`src/rtl/mips_muldiv_pkg.sv`:
```
// Shared op codes, FSM state encoding and op-class helpers for the
// multiply/divide unit that owns the HI/LO pair.
package mips_muldiv_pkg;

    typedef logic [3:0] op_t;
    typedef logic [1:0] state_t;

    localparam op_t MULT  = 4'd0;
    localparam op_t MULTU = 4'd1;
    localparam op_t MADD  = 4'd2;
    localparam op_t MADDU = 4'd3;
    localparam op_t MSUB  = 4'd4;
    localparam op_t MSUBU = 4'd5;
    localparam op_t DIV   = 4'd6;
    localparam op_t DIVU  = 4'd7;
    localparam op_t MUL   = 4'd8;
    localparam op_t MTHI  = 4'd9;
    localparam op_t MTLO  = 4'd10;

    localparam state_t IDLE = 2'd0;
    localparam state_t MRUN = 2'd1;
    localparam state_t DRUN = 2'd2;
    localparam state_t FIX  = 2'd3;

    function automatic logic is_signed(input op_t op);
        return (op == MULT) || (op == MADD) || (op == MSUB) || (op == DIV);
    endfunction

    function automatic logic is_accum(input op_t op);
        return (op == MADD) || (op == MADDU) || (op == MSUB) || (op == MSUBU);
    endfunction

endpackage

```
`src/rtl/mips_muldiv_iter_core.sv`:
```
// Iterative datapath: one shift-add multiply step or one restoring
// shift-subtract divide step per enabled cycle, on unsigned magnitudes.
module muldiv_iter_core #(
    parameter int WIDTH = 32
) (
    input  logic               clk,
    input  logic               reset,
    input  logic               load,
    input  logic               step,
    input  logic               div_mode,
    input  logic [WIDTH-1:0]   a,
    input  logic [WIDTH-1:0]   b,
    output logic [2*WIDTH-1:0] p
);

    logic [WIDTH-1:0] d;
    logic [WIDTH:0]   add_sum;
    logic [WIDTH:0]   rem_shift;
    logic             borrow;
    logic [WIDTH-1:0] diff;
    logic             fits;

    // Multiply adds into the upper half; divide shifts the next dividend
    // bit into the partial remainder and trial-subtracts the divisor.
    always_comb begin
        add_sum          = {1'b0, p[2*WIDTH-1:WIDTH]} + {1'b0, d};
        rem_shift        = p[2*WIDTH-1:WIDTH-1];
        {borrow, diff}   = {1'b0, rem_shift[WIDTH-1:0]} - {1'b0, d};
        fits             = rem_shift[WIDTH] | ~borrow;
    end

    always_ff @(posedge clk) begin
        if (reset) begin
            p <= '0;
            d <= '0;
        end else if (load) begin
            p <= {{WIDTH{1'b0}}, a};
            d <= b;
        end else if (step) begin
            if (div_mode)
                p <= fits ? {diff, p[WIDTH-2:0], 1'b1}
                          : {rem_shift[WIDTH-1:0], p[WIDTH-2:0], 1'b0};
            else
                p <= p[0] ? {add_sum, p[WIDTH-1:1]}
                          : {1'b0, p[2*WIDTH-1:1]};
        end
    end

endmodule

```
`src/rtl/mips_muldiv_unit.sv`:
```
// Multi-cycle multiply/divide unit owning HI/LO: FSM, iteration counter,
// sign fix-up and result write-back around the shared iterative core.
module mips_muldiv_unit
    import mips_muldiv_pkg::*;
#(
    parameter int WIDTH     = 32,
    parameter bit DIV0_KEEP = 1'b1
) (
    input  logic             muu_clock,
    input  logic             reset,
    input  logic             start,
    input  logic [3:0]       op,
    input  logic [WIDTH-1:0] rs_val,
    input  logic [WIDTH-1:0] rt_val,
    output logic             busy,
    output logic             done,
    output logic [WIDTH-1:0] hi,
    output logic [WIDTH-1:0] lo,
    output logic [WIDTH-1:0] mul_result
);

    localparam logic [5:0] LAST = 6'(WIDTH - 1);

    state_t             state;
    op_t                op_q;
    logic [5:0]         cnt;
    logic               res_neg;
    logic               rem_neg;
    logic               div0;
    logic [2*WIDTH-1:0] p;

    logic               a_neg;
    logic               b_neg;
    logic [WIDTH-1:0]   mag_a;
    logic [WIDTH-1:0]   mag_b;
    logic [2*WIDTH-1:0] prod_fix;
    logic [2*WIDTH-1:0] hilo_next;
    logic [WIDTH-1:0]   quot_fix;
    logic [WIDTH-1:0]   rem_fix;
    logic [WIDTH-1:0]   dvd_fix;

    assign busy = (state != IDLE);

    // Operands go to the core as magnitudes; signs are restored in FIX.
    always_comb begin
        a_neg = is_signed(op) & rs_val[WIDTH-1];
        b_neg = is_signed(op) & rt_val[WIDTH-1];
        mag_a = a_neg ? -rs_val : rs_val;
        mag_b = b_neg ? -rt_val : rt_val;
    end

    always_comb begin
        prod_fix = res_neg ? -p : p;
        if (!is_accum(op_q))
            hilo_next = prod_fix;
        else if (op_q == MSUB || op_q == MSUBU)
            hilo_next = {hi, lo} - prod_fix;
        else
            hilo_next = {hi, lo} + prod_fix;
        quot_fix = res_neg ? -p[WIDTH-1:0] : p[WIDTH-1:0];
        rem_fix  = rem_neg ? -p[2*WIDTH-1:WIDTH] : p[2*WIDTH-1:WIDTH];
        dvd_fix  = rem_neg ? -p[WIDTH-1:0] : p[WIDTH-1:0];
    end

    muldiv_iter_core #(.WIDTH(WIDTH)) u_core (
        .clk      (muu_clock),
        .reset    (reset),
        .load     ((state == IDLE) && start),
        .step     ((state == MRUN) || (state == DRUN)),
        .div_mode (state == DRUN),
        .a        (mag_a),
        .b        (mag_b),
        .p        (p)
    );

    always_ff @(posedge muu_clock) begin
        if (reset) begin
            state      <= IDLE;
            op_q       <= MULT;
            cnt        <= '0;
            res_neg    <= 1'b0;
            rem_neg    <= 1'b0;
            div0       <= 1'b0;
            done       <= 1'b0;
            hi         <= '0;
            lo         <= '0;
            mul_result <= '0;
        end else begin
            done <= 1'b0;
            case (state)
                IDLE: if (start) begin
                    op_q    <= op;
                    cnt     <= '0;
                    res_neg <= a_neg ^ b_neg;
                    rem_neg <= a_neg;
                    div0    <= 1'b0;
                    case (op)
                        MULT, MULTU, MADD, MADDU, MSUB, MSUBU, MUL:
                            state <= MRUN;
                        DIV, DIVU: begin
                            if (rt_val == '0) begin
                                div0  <= 1'b1;
                                state <= FIX;
                            end else begin
                                state <= DRUN;
                            end
                        end
                        MTHI: begin
                            hi   <= rs_val;
                            done <= 1'b1;
                        end
                        MTLO: begin
                            lo   <= rs_val;
                            done <= 1'b1;
                        end
                        default: done <= 1'b1;
                    endcase
                end
                MRUN, DRUN: begin
                    cnt <= cnt + 6'd1;
                    if (cnt == LAST)
                        state <= FIX;
                end
                default: begin
                    done  <= 1'b1;
                    state <= IDLE;
                    if (op_q == DIV || op_q == DIVU) begin
                        if (!div0) begin
                            lo <= quot_fix;
                            hi <= rem_fix;
                        end else if (!DIV0_KEEP) begin
                            lo <= '1;
                            hi <= dvd_fix;
                        end
                    end else if (op_q == MUL) begin
                        mul_result <= prod_fix[WIDTH-1:0];
                    end else begin
                        {hi, lo} <= hilo_next;
                    end
                end
            endcase
        end
    end

endmodule

```
`config.mk`:
```
export PLATFORM = sky130hd
export DESIGN_NAME = mips_muldiv_unit
export DESIGN_NICKNAME = d
export VERILOG_FILES = /design/src/rtl/mips_muldiv_pkg.sv /design/src/rtl/mips_muldiv_iter_core.sv /design/src/rtl/mips_muldiv_unit.sv
export SDC_FILE = /design/constraint.sdc
export NUM_CORES = 1
export LEC_CHECK = 0
export BUFFER_PORTS_ARGS = -buffer_cell sky130_fd_sc_hd__clkbuf_2
export CAP_MARGIN = 20
export CELL_PAD_IN_SITES_DETAIL_PLACEMENT = 1
export CELL_PAD_IN_SITES_GLOBAL_PLACEMENT = 1
export CORE_ASPECT_RATIO = 1.1
export CORE_UTILIZATION = 42
export DETAILED_ROUTE_END_ITERATION = 16
export PLACE_DENSITY_LB_ADDON = 0.1
export SLEW_MARGIN = 15
export SYNTH_ARGS = -nofsm -noshare
export SYNTH_HDL_FRONTEND = slang
export SYNTH_HIERARCHICAL = 1
export SYNTH_SLANG_ARGS = --single-unit
export TNS_END_PERCENT = 100
```
`constraint.sdc`:
```
create_clock -name muu_clock -period 5.97 [get_ports muu_clock]
set_input_delay 1.194 -clock muu_clock [delete_from_list [all_inputs] [get_ports muu_clock]]
set_output_delay 1.194 -clock muu_clock [all_outputs]
set_load 0.03 [all_outputs]
```
==> impl_metrics.toml <==
[timing]
max_slew_margin_pct = 29.04
hold_viol = 0
finalWorstSetupSlack_ns = 0.1750
max_freq_ghz = 0.1726
period_share_pct = 97.07
min_period_ns = 5.795
hold-worst-slack_ns = 0.4627
slew_viol_final = 0
tightest_slew_ns = 1.062
finalSetupViolCount = 0
fin_skew_ns = 0.04930

[routing]
wire_per_inst_um = 25.18
vias = 25630
drc = 0
dr.pass1.iters = 5
viasPerCell = 6.270
dr.first_iter.drc_count = 2175
routed_wl_um = 102900
antenna_left = 0

[placement]
pre_cts_ws_ns = -0.1186
gp_congestion = 1.004
numPortBuffers = 168
hpwl_um = 80120

[pwr]
power-per-cell-area_nw_per_um2 = 566.9
ir_worst_vdd_uv = 265.6
leakage_nw = 11.36
total_power_mw = 15.27

[cells_and_area]
drive_gt1_share_pct = 18.23
area_delta_synth_final_pct = 18.84
layout_common_cells = "nor2_1 (386), a21oi_1 (287), nand2_1 (263)"
final_common_cell = "nor2_1"
fillers = 6697
fin_util_pct = 50.96
fin_nets = 3603

[clocking]
root_buffer = "clkbuf_16"
ctsHtreeMaxLevel = 1
tritoncts = "yes"
clkTransAtPathRegs_ns = 0.06
clk_latency_ns = 0.62
hold_buffers = 0
cts_sinks = 208
clockBufferDepth = 3
cts_made_buffers = 28

[floorplanning]
core_area_um2 = 52850
die_w_um = 223.5
die_h_um = 245.6
dieArea_um2 = 54890
initial_core_util_pct = 42.88
core.rowCount = 88
ioPinCount = 169

[setup_path]
worstSetupStartpointType = "flip-flop"
arrival_ns = 6.31
critical_path_class = "flip-flop to flip-flop"
crit_required_ns = 6.48
endpoint_kind = "flip-flop"
path_max_fanout = 7

[hold_path]
hold_class = "flip-flop to flip-flop"

[logic_synthesis]
mappedNetlistArea_um2 = 22660
syn_inst = 3137
ys_seq_elements = 208
synth_cell_type_count = 106
synth_flop_cell = "dfxtp_1"
syn-num-nets = 3346
syn_area_per_cell_um2 = 7.224
yosysWarningCount = 6
synth-edff-count = 0
seq_area_frac_synth_pct = 18.37
async_flop_share_pct = 0

[flow_run]
cap_viol_max_count = 0

[status]
status = "finished clean"

[global_routing]
grt-ovfl-total = 0
antenna_found_initial = 4
grt_max_degree = 77
grt_pass1_vias = 25380
grt_use_total_pct = 36.07
grt_pass1_wl_um = 153800
-- critical path, cell delays in order (launching register included) --
cell and delay, ns:
dfxtp_2 0.36, or4_4 0.61, o41ai_4 0.38, xor2_1 0.26
nand3_2 0.16, nor4_4 0.33, buf_4 0.19, nand4_4 0.11
buf_4 0.17, nor4_4 0.39, and2_4 0.24, nand2_2 0.10
o21ai_2 0.16, xnor2_1 0.17, ha_2 0.36, and3_1 0.24
and3_1 0.25, and3_1 0.21, a31oi_1 0.16, o21ai_0 0.13
a41oi_1 0.26, xnor2_1 0.18, o22ai_1 0.11, o21ai_1 0.15
-- layer usage --
metal,GRT usage (%),up-vias,part of all wire (%)
met5,0,-,0.022
met4,15.23,4,4.1
met3,4.612,168,6.0
met2,59.97,840,47
met1,46.78,12690,43
li1,-,11930,-
-- synth_stat cells, types with 18 or more instances --
cell type | count | area share [%]
o21ai_1 | 18 | 0.40
o21bai_1 | 19 | 0.63
o31ai_1 | 34 | 1.1
nor3_1 | 67 | 1.5
nand4_1 | 39 | 1.1
clkbuf_1 | 149 | 2.5
nand3_1 | 63 | 1.4
mux2i_1 | 83 | 3.7
a211oi_1 | 129 | 4.3
nand2b_1 | 29 | 0.80
xnor2_1 | 159 | 6.1
o22ai_1 | 20 | 0.55
xor2_1 | 166 | 6.4
a31oi_1 | 38 | 1.0
buf_2 | 18 | 0.40
a21o_1 | 69 | 2.3
nand2_1 | 265 | 4.4
and3_1 | 35 | 0.97
nor4_1 | 25 | 0.69
inv_1 | 95 | 1.6
ha_1 | 135 | 7.5
o211ai_1 | 26 | 0.86
nor2_1 | 392 | 6.5
a21oi_1 | 293 | 6.5
dfxtp_1 | 208 | 18
o21ai_0 | 195 | 4.3
or3_1 | 31 | 0.86
o21a_1 | 18 | 0.60
nor2b_1 | 31 | 0.86
-- cell families (layout without fill, tap and decap cells) --
group / count (synthesis) / after routing / share of synthesized area [%]
simple gates: 1077 / 1077 / 22.95
flops: 208 / 208 / 18.37
compound gates: 1015 / 1015 / 29.38
buf+inv: 285 / 560 / 5.024
other cells: 0 / 1 / 0
fa+ha+maj: 138 / 138 / 7.719
mux: 88 / 88 / 3.915
xor+xnor: 326 / 326 / 12.63
-- through the flow --
| stage | instances | area (µm²) | setup TNS [ns] |
|---|---|---|---|
| floorplan | 3137 | 22660 | 0 |
| finish | 4088 | 26930 | 0 |
| global route | 4087 | 26930 | -0.3243 |
| global placement | 4025 | 25380 | 0 |
| CTS | 4073 | 26370 | 0 |
| detailed placement | 4025 | 25380 | -0.3921 |
-- worst paths after layout --
path / start / end / slack [ns] / cells after the start
setup / recovery: u_core/p[4] / hi[30] / 0.18 / 23
hold / removal: rem_neg / rem_neg / 0.46 / 2
setup reg to reg: u_core/p[4] / hi[30] / 0.18 / 23
hold reg to reg: rem_neg / rem_neg / 0.46 / 2
-- where the power goes --
group	switching [mW]	leakage, nW	total [mW]	internal, mW
clock	0.750	0.468	1.87	1.12
sequential	0.531	1.70	2.26	1.73
combinational	7.09	9.19	11.1	4.05
total	8.37	11.4	15.3	6.90
-- sequential cells by signal (all words and copies together) (netlist names) --
| signal | cells |
|---|---|
| u_core/p | 64 |
| hi | 32 |
| lo | 32 |
| mul_result | 32 |
| u_core/d | 32 |
| cnt | 6 |
| op_q | 4 |
| state | 2 |
| div0 | 1 |
| done | 1 |
| rem_neg | 1 |
| res_neg | 1 |
-- layout make-up --
class | instances | area, µm² | area share (%)
well taps | 675 | 844.6 | 3.136
flip-flops and latches | 208 | 4174 | 15.50
inverters | 99 | 374.1 | 1.389
repair buffers | 413 | 2686 | 9.974
multi-input cells | 2644 | 17870 | 66.36
clock buffers | 36 | 770.7 | 2.862
clock inverters | 12 | 207.7 | 0.7712
diodes | 1 | 2.502 | 0.009292
-- what timing repair did --
item,4_1_cts,5_1_grt
endpoints found under the setup margin,10,25
buffers inserted,0,14
pin swaps,0,40
resized for setup,5,109
(Power assumes the default switching activity.)
